[config.mk]
export PLATFORM = sky130hd
export DESIGN_NAME = circular_buffer
export DESIGN_NICKNAME = d
export VERILOG_FILES = /design/src/rtl/circular_buffer_pkg.sv /design/src/rtl/circular_buffer.sv
export SDC_FILE = /design/constraint.sdc
export NUM_CORES = 1
export LEC_CHECK = 0
export CAP_MARGIN = 10
export CORE_UTILIZATION = 25
export CTS_BUF_LIST = sky130_fd_sc_hd__clkbuf_8
export CTS_CLUSTER_SIZE = 24
export DETAILED_ROUTE_END_ITERATION = 6
export DONT_BUFFER_PORTS = 1
export PLACE_DENSITY = 0.37
export SKIP_CTS_REPAIR_TIMING = 1
export SLEW_MARGIN = 5
export SYNTH_ARGS = -nofsm -noshare
export SYNTH_HDL_FRONTEND = slang
export SYNTH_SLANG_ARGS = --single-unit
[constraint.sdc]
create_clock -name clk -period 3.9 [get_ports clk]
set_input_delay 0.195 -clock clk [delete_from_list [all_inputs] [get_ports clk]]
set_output_delay 0.195 -clock clk [all_outputs]
set_load 0.01 [all_outputs]
[src/rtl/circular_buffer_pkg.sv]
// Shared flit types for the router input buffers.
// Exports FLIT_DATA_SIZE, flit_label_t and the flit_Data_noVC flit bundle.
package circular_buffer_pkg;

    localparam int FLIT_DATA_SIZE = 32;

    typedef enum logic [1:0] {
        HEAD     = 2'd0,
        BODY     = 2'd1,
        TAIL     = 2'd2,
        HEADTAIL = 2'd3
    } flit_label_t;

    typedef struct packed {
        flit_label_t               flit_label;
        logic [FLIT_DATA_SIZE-1:0] data;
    } flit_Data_noVC;

endpackage

[src/rtl/circular_buffer.sv]
// Router input-port flit FIFO with first-word-fall-through head and
// on/off flow control with hysteresis toward the upstream sender.
// Ports: clk; rst_n (synchronous, active-high); input_Data/write_i enqueue;
//   read_i dequeue; output_Data head flit ('0 when empty); buf_empty;
//   buf_full; buf_On_Off (1 = upstream may send).
// Option: CIRCULAR_BUFFER_OCCUPANCY_EN adds num_flits_o (current count).
module circular_buffer
    import circular_buffer_pkg::*;
#(
    parameter int BUFFER_SIZE   = 8,
    parameter int OFF_THRESHOLD = 6,
    parameter int ON_THRESHOLD  = 2
) (
    input  logic          clk,
    input  logic          rst_n,
    input  flit_Data_noVC input_Data,
    input  logic          write_i,
    input  logic          read_i,
    output flit_Data_noVC output_Data,
    output logic          buf_empty,
    output logic          buf_full,
    output logic          buf_On_Off
`ifdef CIRCULAR_BUFFER_OCCUPANCY_EN
    ,
    output logic [$clog2(BUFFER_SIZE+1)-1:0] num_flits_o
`endif
);

    localparam int PW = $clog2(BUFFER_SIZE);
    localparam int CW = $clog2(BUFFER_SIZE + 1);
    localparam logic [PW-1:0] LAST = PW'(BUFFER_SIZE - 1);

    flit_Data_noVC mem [BUFFER_SIZE];

    logic [PW-1:0] wr_ptr;
    logic [PW-1:0] rd_ptr;
    logic [CW-1:0] count;
    logic [CW-1:0] next_count;
    logic          on_off;
    logic          wr_en;
    logic          rd_en;

    assign buf_empty = (count == '0);
    assign buf_full  = (count == CW'(BUFFER_SIZE));

    // A full buffer still takes a write when the head leaves in the
    // same cycle; an empty buffer never honours a read.
    assign wr_en = write_i && (!buf_full || read_i);
    assign rd_en = read_i && !buf_empty;

    always_comb begin
        next_count = count;
        if (wr_en && !rd_en) begin
            next_count = count + 1'b1;
        end else if (rd_en && !wr_en) begin
            next_count = count - 1'b1;
        end
    end

    always_ff @(posedge clk) begin
        if (rst_n) begin
            wr_ptr <= '0;
            rd_ptr <= '0;
            count  <= '0;
            on_off <= 1'b1;
        end else begin
            if (wr_en) begin
                wr_ptr <= (wr_ptr == LAST) ? '0 : wr_ptr + 1'b1;
            end
            if (rd_en) begin
                rd_ptr <= (rd_ptr == LAST) ? '0 : rd_ptr + 1'b1;
            end
            count <= next_count;
            // Hysteresis band: between the thresholds the level holds.
            if (next_count >= CW'(OFF_THRESHOLD)) begin
                on_off <= 1'b0;
            end else if (next_count <= CW'(ON_THRESHOLD)) begin
                on_off <= 1'b1;
            end
        end
    end

    // Storage is deliberately not reset; the pointers define validity.
    always_ff @(posedge clk) begin
        if (!rst_n && wr_en) begin
            mem[wr_ptr] <= input_Data;
        end
    end

    assign output_Data = buf_empty ? '0 : mem[rd_ptr];
    assign buf_On_Off  = on_off;

`ifdef CIRCULAR_BUFFER_OCCUPANCY_EN
    assign num_flits_o = count;
`endif

endmodule

Yosys cells after proc, flatten, opt, wreduce, memory -nomap -nowiden
Memories as Yosys holds them, arrays and structs flattened. A register that Yosys moved wholly into a read port is not among the register bits.
Index checks and enable logic that the tools add are counted.

storage, ports and cells
  bits in writable memories = 272
  flip-flop bits (word level) = 11
  input bits = 38
  memories kept = 1
  word-level logic and storage cells = 38

memory list
  memory  depth  width  read ports  clocked after Yosys merged registers in  wr ports  RTL line               RTL
  mem     8      34     1           1                                        1         circular_buffer.sv:33  flit_Data_noVC mem [BUFFER_SIZE];

operators by class
  add/sub/neg operators = 4
  muxes and demuxes = 11
  eq/ne operators = 3
  $lt $le $gt $ge = 2
  reductions and logical operators = 13

operators with widths
  kind                   count
  $mux W34               1
  $mux W3                4
  $mux W4                2
  $add A3 B1 Y3 const B  2
  $eq A3 B3 Y1 const B   2
  $logic_and A1 B1 Y1    5
  $logic_not A1 Y1       5
  $add A4 B1 Y4 const B  1
  $eq A4 B4 Y1 const B   1
  $ge A4 B3 Y1 const B   1
  $le A4 B2 Y1 const B   1
  $logic_not A4 Y1       1
  $mux W1                4
  $sub A4 B1 Y4 const B  1
  $reduce_bool A2 Y1     1
  $logic_or A1 B1 Y1     1

Logic depth before layout (Yosys ltp)
Gate-level depths: netlist (run 1).

  depth after elaboration = 11
  mapped depth = 7
  depth with buffers taken out = 7

Least setup slack after synthesis (run 1)
OpenSTA, ideal clock, no wires.

  kind = reg2reg
  from = reg count[0]
  to = mem mem[0][0] (netlist name) (enable)
  stages on the path, launching flop included = 7
  arrival time = 3.705 ns
  setup time = 0.468 ns
  slack = -0.273 ns
  path buffers = 0
  cell sequence = dfxtp_1 > inv_1 > ha_1 > nand2b_4 > o31ai_2 > or3_1 > nor3_1

between the ends
  cells in the longest elaborated chain, start to end = 7

RTL lines
  element                        RTL line               RTL
  from (decl)                    circular_buffer.sv:37  logic [CW-1:0] count;
  from (signal assigned)         circular_buffer.sv:73  count <= next_count;
  $eq A4 B4 Y1                   circular_buffer.sv:44  assign buf_full = (count == CW'(BUFFER_SIZE));
  $logic_not A1 Y1               circular_buffer.sv:48  assign wr_en = write_i && (!buf_full || read_i);
  $logic_or A1 B1 Y1             circular_buffer.sv:48
  $logic_and A1 B1 Y1            circular_buffer.sv:48
  $logic_and A1 B1 Y1            circular_buffer.sv:85  if (!rst_n && wr_en) begin
  $mux W1                        circular_buffer.sv:85
  $mux W1 (not written as such)  circular_buffer.sv:86  mem[wr_ptr] <= input_Data;
  to (decl)                      circular_buffer.sv:33

Every way passes these cells.

Worst setup path after layout (run 1)
  from = reg count[0]
  to = mem mem[4][17] (netlist name) (enable)

The elaborated chain is that of the path after synthesis.

==> flow_summary_export.csv, run 1 <==
group,metric,value,unit
outcome,status,"complete, no violations",
logic_synthesis,synth_edf_count,272,
clock_network,root_buffer,"clkbuf_8",
clock_network,clkSinkCount,286,
global_routing,grtUsageTotal,11.8,%
critical_path,slowest_delay,600,ps
floorplan,rows,76,
sta,fmax,347,MHz
placed_design,pre_cts_ws,964,ps
worst_hold_path,min_path_cells,3,
sta,slew_violations,0,
finish,final_cell_area,13300,µm²
critical_path,worst-setup-path-type,"reg2reg",
power,worst_ir_drop_vdd,0.251,mV
sta,setup_tns,0,ps
logic_synthesis,synth_top_cell_area_share,73.7,%
logic_synthesis,ys_types,40,
routing,drt_iter0_markers,345,
global_routing,antenna_found_initial,1,
sta,timing.final.crit_share,73.9,%
sta,fin_worst_skew,11.5,ps
routing,viasPerCell,4.33,
finish,final_util,30.5,%
floorplan,die_w,213,µm
clock_network,cts_buffers,51,
routing,wire_per_inst,21.3,µm
global_routing,grt_pass1_wl,38300,µm
floorplan,core_area,43500,µm²
floorplan,ioPinCount,75,
critical_path,required,4190,ps
critical_path,rr_endpoint,"mem[4][17]",
critical_path,r2r_start,"count[0]",
sta,relSlewSlack,38.1,%
critical_path,cp_slowest_cell,"nor2_4",
finish,synthToLayoutAreaGrowth,19.6,%
routing,drc,0,
power,power_leakage,4.08,nW
logic_synthesis,ys_seq_elements,286,
logic_synthesis,synth_most_common_cell,"edfxtp_1",
logic_synthesis,ys_async_sr_fraction,0,%
sta,setup_violations,0,
finish,diodes,0,
critical_path,crit_arrival,3170,ps
clock_network,cts_tree,"yes",
critical_path,r2r_setup_slack,1020,ps
finish,final_nets,652,
placed_design,globalplace.congestion,0.706,
floorplan,start_util,25.5,%
logic_synthesis,mappedNetlistArea,11100,µm²
sta,hold_viol,0,
critical_path,cp_top_family,"simple AND/OR/NAND/NOR gates",
global_routing,grt_pass1_vias,5728,
logic_synthesis,ys_warn_count,0,
routing,vias,5330,
placed_design,hpwl,15800,µm
logic_synthesis,synth_area_leaders,"edfxtp_1 74%, mux4_2 14%, mux2i_1 3.4%",
logic_synthesis,yosysTopAreaCell,"edfxtp_1",
placed_design,numPortBuffers,0,
sta,fin_crit,2880,ps
floorplan,die_h,213,µm
critical_path,r2r_cells,7,
flow_run,max_cap_viol_count,0,
critical_path,critPathMaxFanout,17,
global_routing,gr-total-overflow,0,
critical_path,crit_chain,"inv_1 -> ha_1 -> nand2b_4 -> o31ai_2 -> or3_1 -> nor2_4 -> buf_4",
power,power.density,547,nW/µm²
sta,worstMarginPinSlew,928,ps
sta,hold-worst-slack,6.59,ps
clock_network,clk_latency,590,ps
logic_synthesis,synth_common_cells,"272 x edfxtp_1, 68 x mux4_2, 50 x nor2_1",
sta,fin_ws,1020,ps
logic_synthesis,synth.net_count,565,
global_routing,grt_max_degree,50,
floorplan,die_area,45200,µm²
critical_path,cp-start-kind,"flop",
worst_hold_path,hp-class,"in2reg",
logic_synthesis,yosys_most_used_dff,"edfxtp_1",
routing,wl,26200,µm
critical_path,cp_num_buf_inv,2,
routing,postRouteAntennaNets,0,
clock_network,clk_pin_slew,70,ps
logic_synthesis,ys_seq_area_share,76.2,%
worst_hold_path,hp-start,"read_i",
placed_design,dpl-instance-area,12000,µm²
clock_network,cts.htree.levels,2,
clock_network,clock_tree.buffer_depth,3,
sta,rsz0062_at_grt,"no",
routing,drt-pass1-iter-count,4,
logic_synthesis,syn_area_per_cell,21.3,µm²
critical_path,worstSetupEndpointType,"flop",
logic_synthesis,postSynthCellCount,521,
finish,drive_above_1_share,26.4,%
sequential cells by signal (all words and copies together), names as in the netlist, named ones only:
signal,cells
rd_ptr,3
buf_On_Off,1
count,4
mem,272
wr_ptr,3
per-layer routing:
metal | global-route usage (%) | part of all wire [%]
met1 | 15.5 | 46
met2 | 18.3 | 47
met3 | 3.87 | 5.1
met4 | 4.04 | 2.5
met5 | 0 | 0.050
kinds of logic (layout without fill, tap and decap cells):
family,after synthesis,in the layout,synth area share (%)
buf+inv,30,156,1.28
mux,106,106,17.2
flops,286,286,76.2
compound gates,16,16,1.18
fa+ha+maj,6,6,0.677
simple gates,75,75,3.28
xor+xnor,2,2,0.158
layout make-up:
class                      count  area, µm²
timing repair buffer          59        576
fill                        4245      30200
clock buffer                  52        716
sequential                   286       8460
tap                          585        732
multi-input combinational    205       2570
inverter                       5       18.8
clock inverter                40        195
worst max path at each step:
stage / depth (start not counted) / slack [ps] / start / end
3_3_place_gp: 7 / 1010 / count[0] / mem[4][19]
2_1_floorplan: 6 / 650 / count[0] / mem[2][0]
6_report: 7 / 1020 / count[0] / mem[4][17]
4_1_cts: 4 / 890 / flop / output_Data[33]
5_1_grt: 4 / 750 / flop / output_Data[0]
3_5_place_dp: 7 / 960 / count[0] / mem[4][19]
worst register-to-register path, delay by kind of cell (launching register included):
family                     cells  cell delay [ps]
buffers and inverters          2              430
adders and majority gates      1              310
AOI/OAI and AO/OA              1              120
and+or+nand+nor                3             1260
DFF                            1              450
where the power goes:
part / leakage (nW) / switching [W] / total [W] / internal (W)
sequential: 2.57 / 0.000133 / 0.00357 / 0.00344
combinational: 0.985 / 0.000647 / 0.00117 / 0.000520
clock: 0.526 / 0.00122 / 0.00252 / 0.00130
stage by stage:
step                      instances  power, W
after floorplan                 521   0.00445
after global placement         1102   0.00477
after detailed placement       1102   0.00478
after CTS                      1194   0.00736
after global routing           1232   0.00764
final                          1232   0.00726
placed cells by master, fill, tap and decap left out, types with 8 or more instances in the layout:
cell type and count:
inv_1 20, clkinv_2 8, edfxtp_1 272, clkinv_1 14
buf_4 18, dlygate4sd3_1 38, dfxtp_1 11, clkbuf_8 52
nor2_1 44, mux2i_1 38, mux4_2 68
Power figures use the tool's default switching activity.
==> run 2: changes to the inputs <==
Clock period 3.9 ns to 2.5 ns, I/O delays scaled along.
==> run 2 against run 1 <==
- die area did not move
- global-route usage is 0.20 points lower
- hold slack gained 17 ps
- setup slack lost 900 ps
- via count grew 1.7%
- utilization is 0.62 points higher
- clock skew increased by 5.0 ps
- combinational power rose by 79%
- count of clock-buffer cells in the layout decreased by 1
- non-clock buffer count rose by 18
- sequential share of layout area is 1.2 points lower
- critical endpoint is now output_Data[33]
- highest routed layer unchanged
==> flow_summary_export.csv, run 2 (synthesis gave the netlist of run 1 again) <==
group,metric,value,unit
placed_design,hpwl,15200,µm
floorplan,core_area,43500,µm²
sta,fin_worst_skew,16.6,ps
critical_path,required,2380,ps
critical_path,worstSetupEndpointType,"output port",
flow_run,max_cap_viol_count,0,
global_routing,grt_pass1_vias,5839,
finish,largest_register_ffs,272,
power,worst_ir_drop_vdd,0.413,mV
finish,top_register,"mem",
clock_network,clk_latency,590,ps
sta,setup_violations,0,
finish,final_cells,1253,
global_routing,gr-total-overflow,0,
floorplan,die_area,45200,µm²
sta,fmax,420,MHz
global_routing,grt_pass1_wl,37900,µm
finish,most-common-layout-cells,"272 x edfxtp_1, 68 x mux4_2, 51 x clkbuf_8",
sta,relSlewSlack,61.0,%
finish,final_util,31.1,%
floorplan,die_h,213,µm
outcome,status,"complete, no violations",
routing,drt-pass1-iter-count,4,
power,power.density,858,nW/µm²
floorplan,start_util,25.5,%
floorplan,die_w,213,µm
routing,drt_iter0_markers,280,
sta,hold_viol,0,
critical_path,crit_arrival,2250,ps
finish,reg_top3,"mem: 272 flops, count: 4 flops",
clock_network,cts.htree.levels,2,
finish,drive_above_1_share,29.0,%
floorplan,rows,76,
routing,drc,0,
clock_network,root_buffer,"clkbuf_8",
global_routing,antenna_found_initial,3,
placed_design,dpl.cell_count,1108,
finish,layout_commonest_cell,"edfxtp_1",
placed_design,pre_cts_ws,245,ps
sta,slew_violations,0,
placed_design,globalplace.congestion,0.673,
routing,postRouteAntennaNets,0,
critical_path,worst-setup-path-type,"reg2out",
clock_network,clock_tree.buffer_depth,3,
clock_network,cts_buffers,50,
worst_hold_path,hp-class,"in2reg",
sta,worstMarginPinSlew,570,ps
critical_path,critPathMaxFanout,22,
clock_network,cts_tree,"yes",
sta,timing.final.crit_share,95.1,%
clock_network,clkSinkCount,286,
sta,fin_crit,2380,ps
routing,vias,5419,
routing,wire_per_inst,20.7,µm
critical_path,cp-start-kind,"flop",
global_routing,grt_max_degree,35,
power,power_leakage,4.21,nW
routing,wl,26000,µm
finish,final_nets,669,
placed_design,numPortBuffers,0,
routing,viasPerCell,4.32,
floorplan,ioPinCount,75,
sta,rsz0062_at_grt,"no",
power,power.total,0.0116,W
sta,fin_ws,122,ps
global_routing,grtUsageTotal,11.6,%
clock_network,clk_pin_slew,60,ps
finish,synthToLayoutAreaGrowth,22.0,%
run 2: changes by cell type in the layout (fill, tap and decap cells not counted), sizes merged:
cell	before	now
clkinvlp	1	0
clkbuf	52	51
clkinv	22	24
buf	21	38
diode	0	2
bufinv	1	2
dlygate4sd3	38	39
run 2: routing by layer:
layer / global-route usage, % / share of wire [%] / vias to the layer above
li1: - / - / 2377
met4: 4.39 / 2.3 / 2
met1: 14.5 / 44 / 2871
met5: 0 / 0.050 / -
met3: 3.26 / 4.5 / 49
met2: 19.1 / 49 / 120
run 2: worst paths after layout:
kind / endpoint / from / slack (ps) / cells past startpoint
worst min register to register: flop / rd_ptr[0] / 560 / 2
worst max register to register: buf_On_Off / count[0] / 130 / 8
worst max-delay path: output_Data[33] / flop / 120 / 4
worst min-delay path: count[2] / write_i / 20 / 4
run 2: final cells by class:
class,instances,area (µm²)
fillers,4233,29900
flip-flops and latches,286,8460
multi-input cells,205,2590
repair buffers,77,792
well taps,585,732
clock buffers,51,702
clock inverters,42,229
inverters,5,18.8
diodes,2,5.00
run 2: worst max-delay path, stage by stage, from the launching register on:
cell and delay, ps:
dfxtp_4 590, buf_12 250, mux4_2 310, mux2i_1 340, nor2_1 170
run 2: power by group:
part	switching, W	internal [W]	total (W)
Sequential	0.000117	0.00537	0.00548
Combinational	0.00114	0.000954	0.00209
Clock	0.00193	0.00211	0.00404
run 2: through the flow:
step           setup TNS [ps]  instance area, µm²  hold slack (ps)
6_report                    0               13500             23.3
5_1_grt                     0               13500             19.5
4_1_cts                 -1630               13000             -470
3_5_place_dp                0               12100              201
3_3_place_gp                0               12100              196
2_1_floorplan           -1570               11100              224
==> run 3: changes to the inputs <==
Settings changed: RECOVER_POWER set to 100.
==> run 3 against run 2 <==
- first-iteration DRC count decreased by 7.9%
- flip-flop and latch count unchanged
- utilization decreased by 0.28 points
- design area decreased by 0.91%
- combinational power decreased by 2%
- sequential power about the same
- non-clock buffer count unchanged
- cell count unchanged
- setup slack got worse by 29 ps
- sequential share of layout area increased by 0.57 points
- largest cell class unchanged
==> flow_summary_export.csv, run 3 (synthesis gave the netlist of run 1 again) <==
group,metric,value,unit
critical_path,cp-start-kind,"flop",
routing,wl,26000,µm
finish,top_register,"mem",
worst_hold_path,hp-class,"in2reg",
clock_network,cts_tree,"yes",
critical_path,setup.worst_path.start,"count[0]",
floorplan,rows,76,
clock_network,clk_latency,590,ps
power,power_leakage,4.18,nW
critical_path,worst-setup-path-type,"reg2reg",
routing,drc,0,
sta,setup_violations,0,
clock_network,clk_pin_slew,60,ps
outcome,status,"complete, no violations",
routing,drt-pass1-iter-count,6,
critical_path,critPathMaxFanout,7,
finish,final_util,30.9,%
clock_network,cts_buffers,50,
routing,vias,5380,
critical_path,crit_arrival,2880,ps
worst_hold_path,hp-start,"write_i",
finish,largest_register_ffs,272,
sta,fin_ws,92.7,ps
clock_network,root_buffer,"clkbuf_8",
critical_path,rr_endpoint,"buf_On_Off",
floorplan,start_util,25.5,%
routing,drt_iter0_markers,258,
power,power.density,862,nW/µm²
sta,fin_crit,2410,ps
power,worst_ir_drop_vdd,0.413,mV
clock_network,cts.htree.levels,2,
global_routing,antenna_found_initial,3,
sta,relSlewSlack,60.2,%
placed_design,hpwl,15200,µm
routing,postRouteAntennaNets,0,
clock_network,clock_tree.buffer_depth,3,
finish,most-common-layout-cells,"272 x edfxtp_1, 68 x mux4_2, 51 x clkbuf_8",
global_routing,grt_pass1_vias,5839,
floorplan,die_w,213,µm
placed_design,pre_cts_ws,245,ps
routing,viasPerCell,4.29,
finish,layout_commonest_cell,"edfxtp_1",
critical_path,endpoint,"buf_On_Off",
routing,wire_per_inst,20.8,µm
finish,final_cell_area,13400,µm²
sta,worstMarginPinSlew,591,ps
finish,reg_top3,"mem: 272 flops, count: 4 flops",
placed_design,globalplace.congestion,0.673,
sta,fin_worst_skew,16.6,ps
placed_design,numPortBuffers,0,
critical_path,worstSetupEndpointType,"flop",
sta,rsz0062_at_grt,"no",
finish,drive_above_1_share,27.8,%
floorplan,die_area,45200,µm²
global_routing,grt_max_degree,35,
placed_design,dpl-instance-area,12100,µm²
finish,synthToLayoutAreaGrowth,20.9,%
global_routing,gr-total-overflow,0,
sta,hold_viol,0,
sta,slew_violations,0,
global_routing,grtUsageTotal,11.6,%
sta,fmax,415,MHz
floorplan,die_h,213,µm
sta,timing.final.crit_share,96.3,%
global_routing,grt_pass1_wl,37900,µm
floorplan,core_area,43500,µm²
critical_path,r2r_setup_slack,90,ps
clock_network,clkSinkCount,286,
finish,nFillCells,4248,
critical_path,required,2970,ps
flow_run,max_cap_viol_count,0,
critical_path,r2r_start,"count[0]",
critical_path,r2r_cells,8,
floorplan,ioPinCount,75,
finish,final_nets,669,
-- run 3: cell count changes in the layout (fill, tap and decap cells not counted), sizes merged --
cell and change:
clkbuf +14, buf -14
-- run 3: power by group --
group          internal, W  switching (W)  leakage (nW)
Sequential         0.00537       0.000111          2.57
Clock              0.00211        0.00192         0.533
Combinational     0.000921        0.00112          1.08
-- run 3: area by class of cell --
cell class              instances  area [µm²]  area share [%]
inverters                       5        18.8           0.140
clock buffers                  51         702            5.24
flip-flops and latches        286        8460            63.1
repair buffers                 77         731            5.45
clock inverters                42         229            1.71
diodes                          2        5.00          0.0373
multi-input cells             205        2530            18.9
well taps                     585         732            5.46
-- run 3: metal layers --
layer  track usage (%)  vias to the layer above  part of all wire, %
met2              19.1                      126                   49
li1                  -                     2372                    -
met3              3.26                       46                  4.7
met1              14.5                     2834                   44
met5                 0                        -                0.050
met4              4.39                        2                  2.2
-- run 3: worst max-delay path, cell delays in order (launching register included) --
cell and delay, ps:
dfxtp_4 380, inv_1 80, ha_4 190, and3b_4 230, a211o_1 340, dlygate4sd3_1 600, a31o_1 240, a21oi_1 150
o31ai_1 70
-- run 3: how the worst min path moves through the flow --
| stage | cells past startpoint | slack [ps] | to |
|---|---|---|---|
| after floorplan | 0 | 220 | mem[0][0] |
| after global placement | 1 | 200 | count[0] |
| after detailed placement | 1 | 200 | count[0] |
| after CTS | 1 | -470 | count[0] |
| after global routing | 4 | 20 | count[2] |
| final | 4 | 20 | count[2] |
-- run 3: per-stage QoR --
stage	TNS, ps	hold WS, ps	instances	total power [W]
3_5_place_dp	0	201	1108	0.00754
2_1_floorplan	-1570	224	521	0.00697
3_3_place_gp	0	196	1108	0.00751
6_report	0	24.9	1253	0.0116
4_1_cts	-1630	-470	1201	0.0117
5_1_grt	0	19.5	1253	0.0121
